==> config.mk <==
export PLATFORM = sky130hd
export DESIGN_NAME = systolic_fir_ctrl
export DESIGN_NICKNAME = d
export VERILOG_FILES = /design/src/rtl/systolic_ctrl_pkg.sv /design/src/rtl/systolic_result_fifo.sv /design/src/rtl/systolic_fir_ctrl.sv
export SDC_FILE = /design/constraint.sdc
export NUM_CORES = 1
export LEC_CHECK = 0
export ABC_AREA = 0
export BUFFER_PORTS_ARGS = -buffer_cell sky130_fd_sc_hd__buf_2
export CAP_MARGIN = 40
export CORE_AREA = 2 2 130 94
export DETAILED_ROUTE_END_ITERATION = 6
export DIE_AREA = 0 0 132 96
export PLACE_DENSITY = 0.78
export SYNTH_ARGS = -nofsm -noshare
export SYNTH_HDL_FRONTEND = slang
export SYNTH_SLANG_ARGS = --single-unit
==> constraint.sdc <==
create_clock -name clk -period 3.4 [get_ports clk]
set_input_delay 0.34 -clock clk [delete_from_list [all_inputs] [get_ports clk]]
set_output_delay 0.34 -clock clk [all_outputs]
set_load 0.005 [all_outputs]
==> src/rtl/systolic_ctrl_pkg.sv <==
// Shared types and constants for the systolic FIR sequencer.
// Latency: n/a (declarations only).
// Backpressure: n/a.
//
// Package contents: controller state enum, default SIZE/TAPS, result counter width.
package systolic_ctrl_pkg;

  typedef enum logic [1:0] {
    ST_CFG   = 2'd0,
    ST_CLEAR = 2'd1,
    ST_RUN   = 2'd2,
    ST_DRAIN = 2'd3
  } state_e;

  localparam int SIZE_DEF  = 8;
  localparam int TAPS_DEF  = 4;
  localparam int RES_CNT_W = 16;

endpackage

==> src/rtl/systolic_result_fifo.sv <==
// Synchronous result FIFO between the systolic array tail and the result stream.
// Latency: a push is visible at the head the cycle after it is written.
// Backpressure: never refuses a push; the caller reserves space in advance.
//
// Ports: clk/rst (async active-high), push_i/data_i write side,
//        pop_i read side, data_o head (0 while empty), count_o/empty_o/full_o status.
module systolic_result_fifo #(
  parameter int W     = 16,
  parameter int DEPTH = 6,
  parameter int CW    = $clog2(DEPTH + 1)
) (
  input  logic          clk,
  input  logic          rst,
  input  logic          push_i,
  input  logic [W-1:0]  data_i,
  input  logic          pop_i,
  output logic [W-1:0]  data_o,
  output logic [CW-1:0] count_o,
  output logic          empty_o,
  output logic          full_o
);

  localparam int PW = (DEPTH > 1) ? $clog2(DEPTH) : 1;

  logic [W-1:0]  mem_q [DEPTH];
  logic [PW-1:0] rd_q;
  logic [PW-1:0] wr_q;
  logic [CW-1:0] cnt_q;

  // Pointers wrap at DEPTH, which need not be a power of two.
  function automatic logic [PW-1:0] ptr_next(input logic [PW-1:0] p);
    return (p == PW'(DEPTH - 1)) ? '0 : p + PW'(1);
  endfunction

  always_ff @(posedge clk) begin
    if (push_i) begin
      mem_q[wr_q] <= data_i;
    end
  end

  always_ff @(posedge clk or posedge rst) begin
    if (rst) begin
      rd_q  <= '0;
      wr_q  <= '0;
      cnt_q <= '0;
    end else begin
      if (push_i) begin
        wr_q <= ptr_next(wr_q);
      end
      if (pop_i) begin
        rd_q <= ptr_next(rd_q);
      end
      if (push_i && !pop_i) begin
        cnt_q <= cnt_q + CW'(1);
      end else if (!push_i && pop_i) begin
        cnt_q <= cnt_q - CW'(1);
      end
    end
  end

  assign empty_o = (cnt_q == '0);
  assign full_o  = (cnt_q == CW'(DEPTH));
  assign count_o = cnt_q;
  // Head is forced to zero while empty so the stream data is defined out of reset.
  assign data_o  = empty_o ? '0 : mem_q[rd_q];

  // Space is reserved before a sample enters the array, so a full FIFO must never see a push.
  a_no_overflow: assert property (@(posedge clk) disable iff (rst) !(push_i && full_o));

endmodule

==> src/rtl/systolic_fir_ctrl.sv <==
// Sequencer for a linear systolic MAC array: coefficient bank, sample feed, result buffering.
// Latency: sample accepted at edge 0 appears on m_data after edge TAPS (FIFO empty).
// Backpressure: s_ready drops when FIFO occupancy plus results in flight reaches FIFO_DEPTH.
//
// Ports: clk, reset (async active-high); cfg_wr/cfg_addr/cfg_data coefficient writes,
//        start/stop FSM pulses, busy/cfg_err status; s_* sample stream in, m_* result
//        stream out; arr_reset/arr_x/arr_coeff drive the array, arr_y is its tail output;
//        res_cnt counts result pops when SYSTOLIC_CTRL_CNT_EN is defined, else reads 0.
module systolic_fir_ctrl
  import systolic_ctrl_pkg::*;
#(
  parameter int SIZE       = SIZE_DEF,
  parameter int TAPS       = TAPS_DEF,
  parameter int FIFO_DEPTH = TAPS + 2
) (
  input  logic                    clk,
  input  logic                    reset,
  input  logic                    cfg_wr,
  input  logic [$clog2(TAPS)-1:0] cfg_addr,
  input  logic [SIZE-1:0]         cfg_data,
  input  logic                    start,
  input  logic                    stop,
  output logic                    busy,
  output logic                    cfg_err,
  input  logic                    s_valid,
  output logic                    s_ready,
  input  logic [SIZE-1:0]         s_data,
  output logic                    m_valid,
  input  logic                    m_ready,
  output logic [2*SIZE-1:0]       m_data,
  output logic                    arr_reset,
  output logic [SIZE-1:0]         arr_x,
  output logic [TAPS*SIZE-1:0]    arr_coeff,
  input  logic [2*SIZE-1:0]       arr_y,
  output logic [RES_CNT_W-1:0]    res_cnt
);

  localparam int IW = $clog2(TAPS + 1);
  localparam int CW = $clog2(FIFO_DEPTH + 1);
  localparam int SW = CW + 1;

  state_e          state_q;
  logic            busy_q;
  logic            arr_reset_q;
  logic            cfg_err_q;
  logic [SIZE-1:0] coeff_q [TAPS];
  logic [TAPS-1:0] vld_q;
  logic [IW-1:0]   inflight_q;

  logic            addr_ok;
  logic            accept;
  logic            push;
  logic            pop;
  logic [CW-1:0]   fifo_cnt;
  logic            fifo_empty;
  logic            fifo_full;

  // Only meaningful when TAPS is not a power of two; otherwise every address is valid.
  assign addr_ok = (int'(cfg_addr) < TAPS);

  // Credit check counts results already in flight so the array never has to stall.
  // The full test is implied by the credit sum and kept as a belt-and-braces guard.
  assign s_ready = (state_q == ST_RUN) && !fifo_full &&
                   ((SW'(fifo_cnt) + SW'(inflight_q)) < SW'(FIFO_DEPTH));
  assign accept  = s_valid && s_ready;
  assign push    = vld_q[TAPS-1];
  assign pop     = !fifo_empty && m_ready;
  assign m_valid = !fifo_empty;

  // Idle cycles feed a zero bubble so stale data never enters the head PE.
  assign arr_x = accept ? s_data : '0;

  always_comb begin
    arr_coeff = '0;
    for (int k = 0; k < TAPS; k++) begin
      arr_coeff[k*SIZE +: SIZE] = coeff_q[k];
    end
  end

  assign busy      = busy_q;
  assign arr_reset = arr_reset_q;
  assign cfg_err   = cfg_err_q;

  // FSM, coefficient bank and registered status outputs.
  always_ff @(posedge clk or posedge reset) begin
    if (reset) begin
      state_q     <= ST_CFG;
      busy_q      <= 1'b0;
      arr_reset_q <= 1'b1;
      cfg_err_q   <= 1'b0;
      for (int k = 0; k < TAPS; k++) begin
        coeff_q[k] <= '0;
      end
    end else begin
      cfg_err_q <= cfg_wr && ((state_q != ST_CFG) || !addr_ok);
      // Write is applied even when start arrives in the same cycle.
      if (cfg_wr && (state_q == ST_CFG) && addr_ok) begin
        coeff_q[cfg_addr] <= cfg_data;
      end
      case (state_q)
        ST_CFG: begin
          if (start) begin
            state_q     <= ST_CLEAR;
            busy_q      <= 1'b1;
            arr_reset_q <= 1'b1;
          end
        end
        ST_CLEAR: begin
          state_q     <= ST_RUN;
          arr_reset_q <= 1'b0;
        end
        ST_RUN: begin
          if (stop) begin
            state_q <= ST_DRAIN;
          end
        end
        ST_DRAIN: begin
          if ((inflight_q == '0) && fifo_empty) begin
            state_q     <= ST_CFG;
            busy_q      <= 1'b0;
            arr_reset_q <= 1'b1;
          end
        end
        default: begin
          state_q     <= ST_CFG;
          busy_q      <= 1'b0;
          arr_reset_q <= 1'b1;
        end
      endcase
    end
  end

  // Valid tracking mirrors the array pipeline; inflight is its popcount kept incrementally.
  always_ff @(posedge clk or posedge reset) begin
    if (reset) begin
      vld_q      <= '0;
      inflight_q <= '0;
    end else begin
      vld_q <= {vld_q[TAPS-2:0], accept};
      if (accept && !push) begin
        inflight_q <= inflight_q + IW'(1);
      end else if (!accept && push) begin
        inflight_q <= inflight_q - IW'(1);
      end
    end
  end

  systolic_result_fifo #(
    .W     (2 * SIZE),
    .DEPTH (FIFO_DEPTH),
    .CW    (CW)
  ) u_fifo (
    .clk     (clk),
    .rst     (reset),
    .push_i  (push),
    .data_i  (arr_y),
    .pop_i   (pop),
    .data_o  (m_data),
    .count_o (fifo_cnt),
    .empty_o (fifo_empty),
    .full_o  (fifo_full)
  );

`ifdef SYSTOLIC_CTRL_CNT_EN
  logic [RES_CNT_W-1:0] res_cnt_q;

  // Cleared on the start edge so each run counts only its own results.
  always_ff @(posedge clk or posedge reset) begin
    if (reset) begin
      res_cnt_q <= '0;
    end else if ((state_q == ST_CFG) && start) begin
      res_cnt_q <= '0;
    end else if (pop) begin
      res_cnt_q <= res_cnt_q + RES_CNT_W'(1);
    end
  end

  assign res_cnt = res_cnt_q;
`else
  assign res_cnt = '0;
`endif

endmodule

==> run_results.csv, run 1 <==
group,metric,value,unit
run_status,outcome,"completed",
cells_and_area,area_growth,21.0,%
pwr,power.net_switching,1.06,mW
sta,skew,0.00699,ns
die,num_io_pins,118,
clock_network,ctsResizeCount,0,
synth,avgSynthCellArea,17.0,sq um
clock_network,cts_tree,"built",
pwr,p_leak,3.04,nW
routing,wire_per_inst,18.0,um
cells_and_area,antennaDiodeCount,0,
worst_setup_path,path_buf_inv,1,
sta,setup_slack,0.304,ns
worst_setup_path,crit_path_start_kind,"flop",
worst_setup_path,cpPeakStageDelay,0.49,ns
cells_and_area,drive_gt1_share,41.6,%
placed_design,dp_hpwl,7660,um
cells_and_area,fin_util,65.0,%
clock_network,hold_buffers,1,
run,maxCapViolations,0,
sta,tns,0,ns
synth,synth.distinct_cells,39,
synth,synth_seq_cells,149,
pwr,vdd_drop_max,0.386,mV
grt,antenna_found_initial,0,
min_path,min_path_type,"input port to flop",
worst_setup_path,critPathRequiredTime,3.74,ns
pwr,seqPwrFrac,47.8,%
synth,syn_inst,362,
clock_network,clock_path_buffers,2,
routing,viasPerCell,5.35,
synth,synth_warnings,0,
die,dieArea,12700,sq um
clock_network,htreeDepth,4,
die,dieWidth,132,um
sta,min_period,3.10,ns
clock_network,cts_root_buf,"clkbuf_16",
pwr,p_int,3.65,mW
routing,drc,0,
cells_and_area,nNetsFinal,534,
pwr,p_total,4.71,mW
synth,synth_common_cells,"edfxtp_1, dfrtp_1, mux2_2, nor2_1",
sta,hold_violations,0,
sta,finalSetupViolCount,0,
worst_setup_path,worstPathMaxFanout,10,
routing,via_count,3487,
pwr,pwr-share-comb,13.5,%
placed_design,gp_congestion,0.736,
die,rows,33,
clock_network,clk_pin_slew,0.06,ns
die,start_util,53.7,%
sta,finalMaxSlewViolations,0,
grt,grt_use_total,19.5,%
grt,grt_max_degree,31,
routing,drt_iter0_markers,245,
clock_network,cts_buffers,17,
die,chipHeight,96,um
clock_network,clk_latency,0.41,ns
clock_network,postCtsSetupBuffers,0,
pwr,powerDensity,633,nW/um^2
sta,max_clock_freq,323,MHz
synth,synth-async-reset-ratio,35.6,%
synth,synth_top_area_share,46.9,%
synth,yosys-top-cells-area,"edfxtp_1, dfrtp_1, mux2_2, mux4_2, mux2i_1",
synth,yosysMostFrequentCell,"edfxtp_1",
worst_setup_path,crit_slowest_cell,"dfrtp_1",
routing,routed_wl,11700,um
placed_design,place_ws,0.344,ns
routing,firstDrtPassIters,4,
clock_network,cts.sinks,149,
sta,holdWs,0.176,ns
worst_setup_path,cp_top_family,"adder cells",
pwr,swShare,22.5,%
placed_design,portBuffers,101,
die,core_area,11400,sq um
routing,antenna_left,0,
synth,ys.flop_type,"edfxtp_1",
synth,syn_area,6150,sq um
sta,rsz0062_at_grt,"no",
worst_setup_path,crit_chain,"and2_4 > fa_1 > a221o_2 > a21oi_4 > and2_2 > ha_1 > inv_1 > fa_1 > xor2_1 > nor2_1 > xor2_1",
synth,seq_area_frac_synth,68.5,%
sta,slew_headroom,40.6,%
worst_setup_path,criticalPathCategory,"flop to flop",
synth,synth_edf_count,96,
sta,final.period_utilization,91.1,%
grt,grt_pass1_vias,3504,
grt,overflow,0,
worst_setup_path,endpoint_kind,"flop",
sta,tightest_slew,0.890,ns
worst_setup_path,cp.arrival,3.43,ns
synth,yosysTopAreaCell,"edfxtp_1",
pwr,clkPwrFrac,38.6,%
grt,grt_first_pass_wirelength,18200,um
[final cells by class]
type                            count  area, sq um
Fill cell                         806         4000
Clock buffer                       27          567
Clock inverter                      5         30.0
Timing Repair Buffer              114          631
Inverter                           11         41.3
Sequential cell                   149         4210
Tap cell                          157          196
Multi-Input combinational cell    189         1760
[power groups by stage]
stage / clock network, mW / logic (mW) / registers (mW)
floorplan: 0 / 0.337 / 2.30
global placement: 0 / 0.626 / 2.27
detailed placement: 0 / 0.646 / 2.29
CTS: 1.86 / 0.650 / 2.25
global route: 1.92 / 0.706 / 2.28
finish: 1.82 / 0.637 / 2.25
[final timing paths]
kind | startpoint | end | slack [ns] | cells past startpoint
worst max-delay path | u_fifo.count_o[0] | inflight_q[2] | 0.30 | 11
worst min-delay path | arr_y[4] | u_fifo.mem_q[2][4] | 0.18 | 1
worst max register to register | u_fifo.count_o[0] | inflight_q[2] | 0.30 | 11
worst min register to register | vld_q[0] | vld_q[1] | 0.36 | 0
max in group asynchronous | reset | arr_coeff[13] | 2.34 | 4
min in group asynchronous | reset | inflight_q[2] | 0.52 | 3
[worst reg2reg max path, cell delays in order, from the launching register on]
cell and delay [ns]:
dfrtp_1 0.49, and2_4 0.21, fa_1 0.43, a221o_2 0.40, a21oi_4 0.26, and2_2 0.20
ha_1 0.17, inv_1 0.06, fa_1 0.37, xor2_1 0.16, nor2_1 0.14, xor2_1 0.15
[per-stage QoR]
stage	cells	instance area [sq um]
3_3_place_gp	616	6800
2_1_floorplan	377	6200
5_1_grt	652	7440
3_5_place_dp	617	6820
4_1_cts	650	7420
6_report	652	7440
[layout by cell type, fill, tap and decap left out, drive strengths merged, types with 2 or more instances in the layout]
cell    count
buf       113
edfxtp     96
dfrtp      52
mux2       35
clkbuf     27
nor2       23
mux2i      18
mux4       16
a211oi     16
conb       16
inv        12
and3        8
ha          8
nor3        8
nand2       6
xor2        5
nand2b      4
clkinv      4
a21o        3
nor2b       3
xnor2       3
fa          3
nand3       2
and2        2
[metal layers]
layer,wire length [um],global-route usage (%),part of all wire (%),up-vias
li1,-,-,-,1571
met1,5070,24.1,43,1794
met2,6000,33.2,51,113
met3,526,5.42,4.5,9
met4,131,7.70,1.1,0
met5,0,0,0,-
[cell families after synthesis]
| family | Yosys count | share of synthesized area, % |
|---|---|---|
| flops | 149 | 68.5 |
| mux | 69 | 15.2 |
| simple gates | 59 | 5.09 |
| buf+inv | 39 | 3.93 |
| compound gates | 26 | 3.48 |
| fa+ha+maj | 11 | 2.61 |
| xor+xnor | 8 | 1.14 |
| other cells | 1 | 0.0610 |
[registers in the layout, indices dropped and copies added (netlist names)]
name	count
u_fifo.count_o	3
arr_coeff	32
u_fifo.rd_q	3
arr_reset	1
busy	1
inflight_q	3
cfg_err	1
vld_q	4
u_fifo.mem_q	96
u_fifo.wr_q	3
state_q	2
Note: power is estimated with default switching activity, not from simulation.
==> inputs of run 2 (changes only) <==
- CORE_AREA: 2 2 130 94 -> 2 2 132 95
- DIE_AREA: 0 0 132 96 -> 0 0 134 97
- RECOVER_POWER: not set -> 25
- SYNTH_HIERARCHICAL: not set -> 1
==> run_results.csv, run 2 <==
group,metric,value,unit
routing,drt_iter0_markers,289,
routing,via_count,3854,
placed_design,dpl.cell_count,665,
sta,tightest_slew,0.934,ns
placed_design,place_area,6950,sq um
worst_setup_path,r2r_cells,12,
clock_network,clock_path_buffers,2,
pwr,vdd_drop_max,0.477,mV
min_path,hold_start,"cfg_data[3]",
routing,drc,0,
worst_setup_path,cp.arrival,3.35,ns
routing,antenna_left,0,
clock_network,htreeDepth,4,
cells_and_area,area_growth,19.7,%
sta,finalSetupViolCount,0,
grt,met1_usage,27.7,%
synth,ys.flop_type,"edfxtp_1",
die,num_io_pins,118,
die,dieArea,13000,sq um
cells_and_area,final_common_cell,"edfxtp_1",
grt,grt_use_total,21.2,%
synth,seq_area_frac_synth,66.7,%
clock_network,clk_pin_slew,0.06,ns
placed_design,dp_hpwl,8690,um
routing,viasPerCell,5.52,
routing,wire_per_inst,18.8,um
placed_design,place_ws,0.378,ns
synth,avgSynthCellArea,15.2,sq um
sta,final.period_utilization,88.5,%
grt,grt_max_degree,45,
grt,use_met3,4.40,%
cells_and_area,largest_reg_flops,96,
routing,routed_wl,13100,um
sta,rsz0062_at_grt,"no",
worst_setup_path,worstPathMaxFanout,10,
worst_setup_path,path_buf_inv,2,
placed_design,portBuffers,101,
grt,overflow,0,
synth,syn_inst,414,
worst_setup_path,r2r-end,"inflight_q[2]",
worst_setup_path,cpPeakStageDelay,0.48,ns
min_path,hold_depth,2,
clock_network,cts_buffers,17,
cells_and_area,antennaDiodeCount,0,
pwr,powerDensity,896,nW/um^2
min_path,min_to,"arr_coeff[3]",
worst_setup_path,cp_top_family,"adder cells",
clock_network,cts_root_buf,"clkbuf_16",
worst_setup_path,r2r_start,"u_fifo/count_o[0]",
worst_setup_path,crit_path_start_kind,"flop",
sta,hold_violations,0,
sta,finalMaxSlewViolations,0,
synth,synth_common_cells,"edfxtp_1, dfrtp_1, mux2_2, nor2b_1, a211oi_1",
grt,antenna_found_initial,0,
worst_setup_path,crit_slowest_cell,"dfrtp_1",
die,core_area,11600,sq um
synth,yosysMostFrequentCell,"edfxtp_1",
cells_and_area,top_register,"u_fifo/mem_q",
synth,syn_area,6310,sq um
clock_network,clk_latency,0.41,ns
cells_and_area,drive_gt1_share,34.4,%
sta,setup_slack,0.392,ns
worst_setup_path,critPathRequiredTime,3.74,ns
sta,slew_headroom,37.7,%
synth,synth-async-reset-ratio,35.6,%
clock_network,cts_tree,"built",
synth,synth_top_area_share,45.7,%
cells_and_area,fin_area,7550,sq um
worst_setup_path,criticalPathCategory,"flop to flop",
synth,yosysTopAreaCell,"edfxtp_1",
routing,firstDrtPassIters,4,
sta,min_period,3.01,ns
worst_setup_path,crit_chain,"and2_2 > fa_1 > xnor2_1 > o211ai_1 > buf_4 > nor3b_1 > ha_1 > inv_1 > fa_1 > xor2_1 > nor2_1 > xor2_1",
synth,synth_warnings,6,
synth,yosys-top-cells-area,"edfxtp_1, dfrtp_1, mux2_2, nor2b_1, a211oi_1",
die,rows,33,
grt,grtUsageMet2,35.3,%
grt,grt_pass1_vias,4056,
die,start_util,54.4,%
synth,synth_seq_cells,149,
synth,synth.distinct_cells,46,
run,maxCapViolations,0,
synth,synth_edf_count,96,
sta,holdWs,0.194,ns
sta,skew,0.00795,ns
sta,max_clock_freq,332,MHz
worst_setup_path,r2r_setup_slack,0.39,ns
cells_and_area,layout_common_cells,"edfxtp_1, buf_2, dfrtp_1",
grt,grt_first_pass_wirelength,21000,um
clock_network,cts.sinks,149,
cells_and_area,final_cells,698,
grt,grt_busiest_layer,"met2",
cells_and_area,nFillCells,825,
min_path,min_path_type,"input port to flop",
cells_and_area,nNetsFinal,580,
sta,tns,0,ns
placed_design,gp_congestion,0.802,
worst_setup_path,endpoint_kind,"flop",
run_status,outcome,"completed",
die,chipHeight,97,um
die,dieWidth,134,um
worst_setup_path,crit_path_start,"u_fifo/count_o[0]",
pwr,p_leak,2.95,nW
[run 2: cell types whose count changed after synthesis, moves of 6 or more]
| cell | delta |
|---|---|
| nor3_1 | +6 |
| a211oi_1 | +7 |
| nor4_2 | +9 |
| nand2_1 | +8 |
| mux4_2 | -16 |
| nor2b_1 | +30 |
| nor2_1 | -14 |
| a211oi_2 | +10 |
| mux2i_1 | -17 |
| nor4_1 | +7 |
| and3_1 | -8 |
| o22ai_1 | +16 |
[run 2: through the flow]
step                      utilization [%]  power, mW
after floorplan                         -       4.07
after global placement               59.5       4.69
after detailed placement             59.9       4.86
after CTS                            65.3       6.81
after global routing                 65.1       7.13
final                                65.1       6.76
[run 2: cell families after synthesis]
family	synth area share (%)
multiplexers	6.46
AND/OR/NAND/NOR	10.3
adder cells (fa/ha/maj)	2.54
AO/OA/AOI/OAI	7.75
other	0.0594
flip-flops	66.7
XOR/XNOR	1.25
buffers and inverters	4.90
[run 2: timing repair]
item                                   in CTS  in global routing
setup buffers                               0                  0
gates resized for setup                     0                  0
hold buffers                                1                  0
endpoints found under the hold margin      16                  0
[run 2: final cells by class]
type / count / area (sq um) / share of cell area, %
flip-flops and latches: 149 / 4210 / 55.8
inverters: 12 / 45.0 / 0.596
multi-input cells: 234 / 1880 / 24.9
repair buffers: 114 / 609 / 8.07
well taps: 157 / 196 / 2.60
clock buffers: 19 / 433 / 5.73
clock inverters: 13 / 180 / 2.39
[run 2: where the power goes]
part / switching, mW / internal (mW)
sequential: 0.314 / 2.31
clock: 0.705 / 1.22
combinational: 1.15 / 1.06
[run 2: how the worst max path moves through the flow]
stage                     cells past startpoint            end  slack, ns
final                                        12  inflight_q[2]       0.39
after global routing                         12  inflight_q[2]       0.10
after CTS                                    12  inflight_q[2]       0.36
after detailed placement                     12  inflight_q[2]       0.38
after global placement                       12  inflight_q[2]       0.54
after floorplan                               9  inflight_q[1]       0.60
[run 2: per-layer routing]
| layer | vias up | part of all wire (%) | routed length, um |
|---|---|---|---|
| li1 | 1749 | - | - |
| met1 | 1965 | 42 | 5570 |
| met2 | 121 | 51 | 6750 |
| met3 | 19 | 4.7 | 612 |
| met4 | 0 | 1.7 | 217 |
| met5 | - | 0 | 0 |
==> inputs of run 3 (changes only) <==
- CELL_PAD_IN_SITES_DETAIL_PLACEMENT: not set -> 0
- CELL_PAD_IN_SITES_GLOBAL_PLACEMENT: not set -> 1
- CORE_AREA: 2 2 132 95 -> 2 2 143 103
- DIE_AREA: 0 0 134 97 -> 0 0 145 105
- PLACE_DENSITY: 0.78 -> not set
- PLACE_DENSITY_LB_ADDON: not set -> 0.1
- SKIP_CTS_REPAIR_TIMING: not set -> 1
==> run_results.csv, run 3 (same netlist as run 2, synthesis figures left out) <==
group,metric,value,unit
sta,hold_violations,0,
sta,finalSetupViolCount,0,
clock_network,htreeDepth,4,
worst_setup_path,criticalPathCategory,"flop to flop",
sta,skew,0.00768,ns
placed_design,gp_congestion,0.716,
cells_and_area,top_register,"u_fifo/mem_q",
pwr,pwr-share-comb,33.3,%
cells_and_area,layout_common_cells,"edfxtp_1, buf_2, dfrtp_1",
die,chipHeight,105,um
die,start_util,45.9,%
run_status,outcome,"completed",
worst_setup_path,critPathRequiredTime,3.73,ns
routing,firstDrtPassIters,4,
cells_and_area,antennaDiodeCount,0,
grt,grt_pass1_vias,3688,
routing,wire_per_inst,17.0,um
die,core_area,13700,sq um
cells_and_area,final_cells,732,
clock_network,clk_pin_slew,0.06,ns
sta,tightest_slew,0.809,ns
clock_network,cts_tree,"built",
sta,rsz0062_at_grt,"no",
die,dieWidth,145,um
pwr,vdd_drop_max,0.511,mV
sta,max_clock_freq,352,MHz
grt,grt_use_total,17.1,%
min_path,min_path_type,"input port to flop",
cells_and_area,nNetsFinal,581,
cells_and_area,final_common_cell,"edfxtp_1",
pwr,powerDensity,867,nW/um^2
routing,drc,0,
pwr,p_leak,2.93,nW
sta,tns,0,ns
die,dieArea,15200,sq um
grt,antenna_found_initial,0,
clock_network,clock_path_buffers,2,
sta,finalMaxSlewViolations,0,
pwr,clkPwrFrac,26.6,%
clock_network,cts.sinks,149,
routing,drt_iter0_markers,93,
worst_setup_path,cp.arrival,3.17,ns
routing,via_count,3657,
die,rows,36,
pwr,power.net_switching,2.14,mW
die,num_io_pins,118,
worst_setup_path,endpoint_kind,"flop",
sta,min_period,2.84,ns
sta,slew_headroom,46.1,%
sta,final.period_utilization,83.5,%
clock_network,clk_latency,0.41,ns
worst_setup_path,crit_path_start_kind,"flop",
pwr,seqPwrFrac,40.0,%
pwr,swShare,32.8,%
placed_design,dpl.cell_count,699,
cells_and_area,area_growth,19.2,%
grt,grt_max_degree,45,
clock_network,cts_root_buf,"clkbuf_16",
worst_setup_path,worstPathMaxFanout,6,
grt,overflow,0,
cells_and_area,largest_reg_flops,96,
routing,routed_wl,12400,um
clock_network,cts_buffers,17,
routing,viasPerCell,5.00,
grt,grt_first_pass_wirelength,19900,um
cells_and_area,drive_gt1_share,35.2,%
routing,antenna_left,0,
placed_design,portBuffers,101,
run,maxCapViolations,0,
placed_design,dp_hpwl,8070,um
pwr,p_int,4.38,mW
-- run 3: cell count changes in the layout (fill, tap and decap cells not counted), moves of 2 or more --
cell,delta
bufinv_16,-3
nor3_4,-2
clkinv_2,+3
clkbuf_1,-2
buf_4,+3
nor3_2,+2
inv_6,+2
-- run 3: through the flow --
step | cell area [sq um] | setup WS, ns | total power [mW] | hold slack [ns] | utilization [%]
2_1_floorplan | 6370 | 0.604 | 4.07 | 0.168 | -
3_3_place_gp | 6950 | 0.673 | 4.77 | 0.335 | 50.6
3_5_place_dp | 6970 | 0.569 | 4.85 | 0.341 | 50.8
6_report | 7520 | 0.560 | 6.52 | 0.199 | 54.7
5_1_grt | 7520 | 0.305 | 6.96 | 0.198 | 54.7
4_1_cts | 7530 | 0.561 | 6.61 | -0.0899 | 54.8
-- run 3: worst paths after layout --
path                                        start  slack (ns)           endpoint  cells past startpoint
worst max-delay path            u_fifo/count_o[0]        0.56      inflight_q[2]                     11
worst min-delay path                  cfg_data[7]        0.20       arr_coeff[7]                      2
worst max register to register  u_fifo/count_o[0]        0.56      inflight_q[2]                     11
worst min register to register           vld_q[2]        0.35           vld_q[3]                      0
max in group asynchronous                   reset        2.41      arr_coeff[10]                      4
min in group asynchronous                   reset        0.45  u_fifo/count_o[0]                      3
-- run 3: layout make-up --
cell class                      count  area, sq um
Clock buffer                       17          425
Sequential cell                   149         4210
Tap cell                          190          238
Multi-Input combinational cell    234         1860
Fill cell                        1139         6220
Timing Repair Buffer              115          606
Clock inverter                     15          131
Inverter                           12         45.0
-- run 3: worst max-delay path: stages (launching register included) --
cell and delay [ns]:
dfrtp_1 0.48, and2_2 0.25, fa_1 0.38, xnor2_1 0.14, o211ai_1 0.12, nor3b_1 0.28, ha_1 0.24, inv_1 0.06
fa_1 0.38, xor2_1 0.15, nor2_1 0.13, xor2_1 0.15
-- run 3: routing by layer --
metal	share of wire [%]	vias to the layer above	global-route usage (%)	wire (um)
met1	45	1775	22.5	5650
met2	45	115	26.2	5640
met4	1.2	0	5.80	151
li1	-	1751	-	-
met3	7.9	16	6.38	980
met5	0	-	0	0
-- run 3: power by group through the flow --
stage,Combinational [mW],Clock (mW),Sequential [mW]
floorplan,1.50,0,2.57
global placement,2.10,0,2.67
detailed placement,2.21,0,2.64
CTS,2.22,1.78,2.61
global route,2.43,1.86,2.67
finish,2.17,1.74,2.61
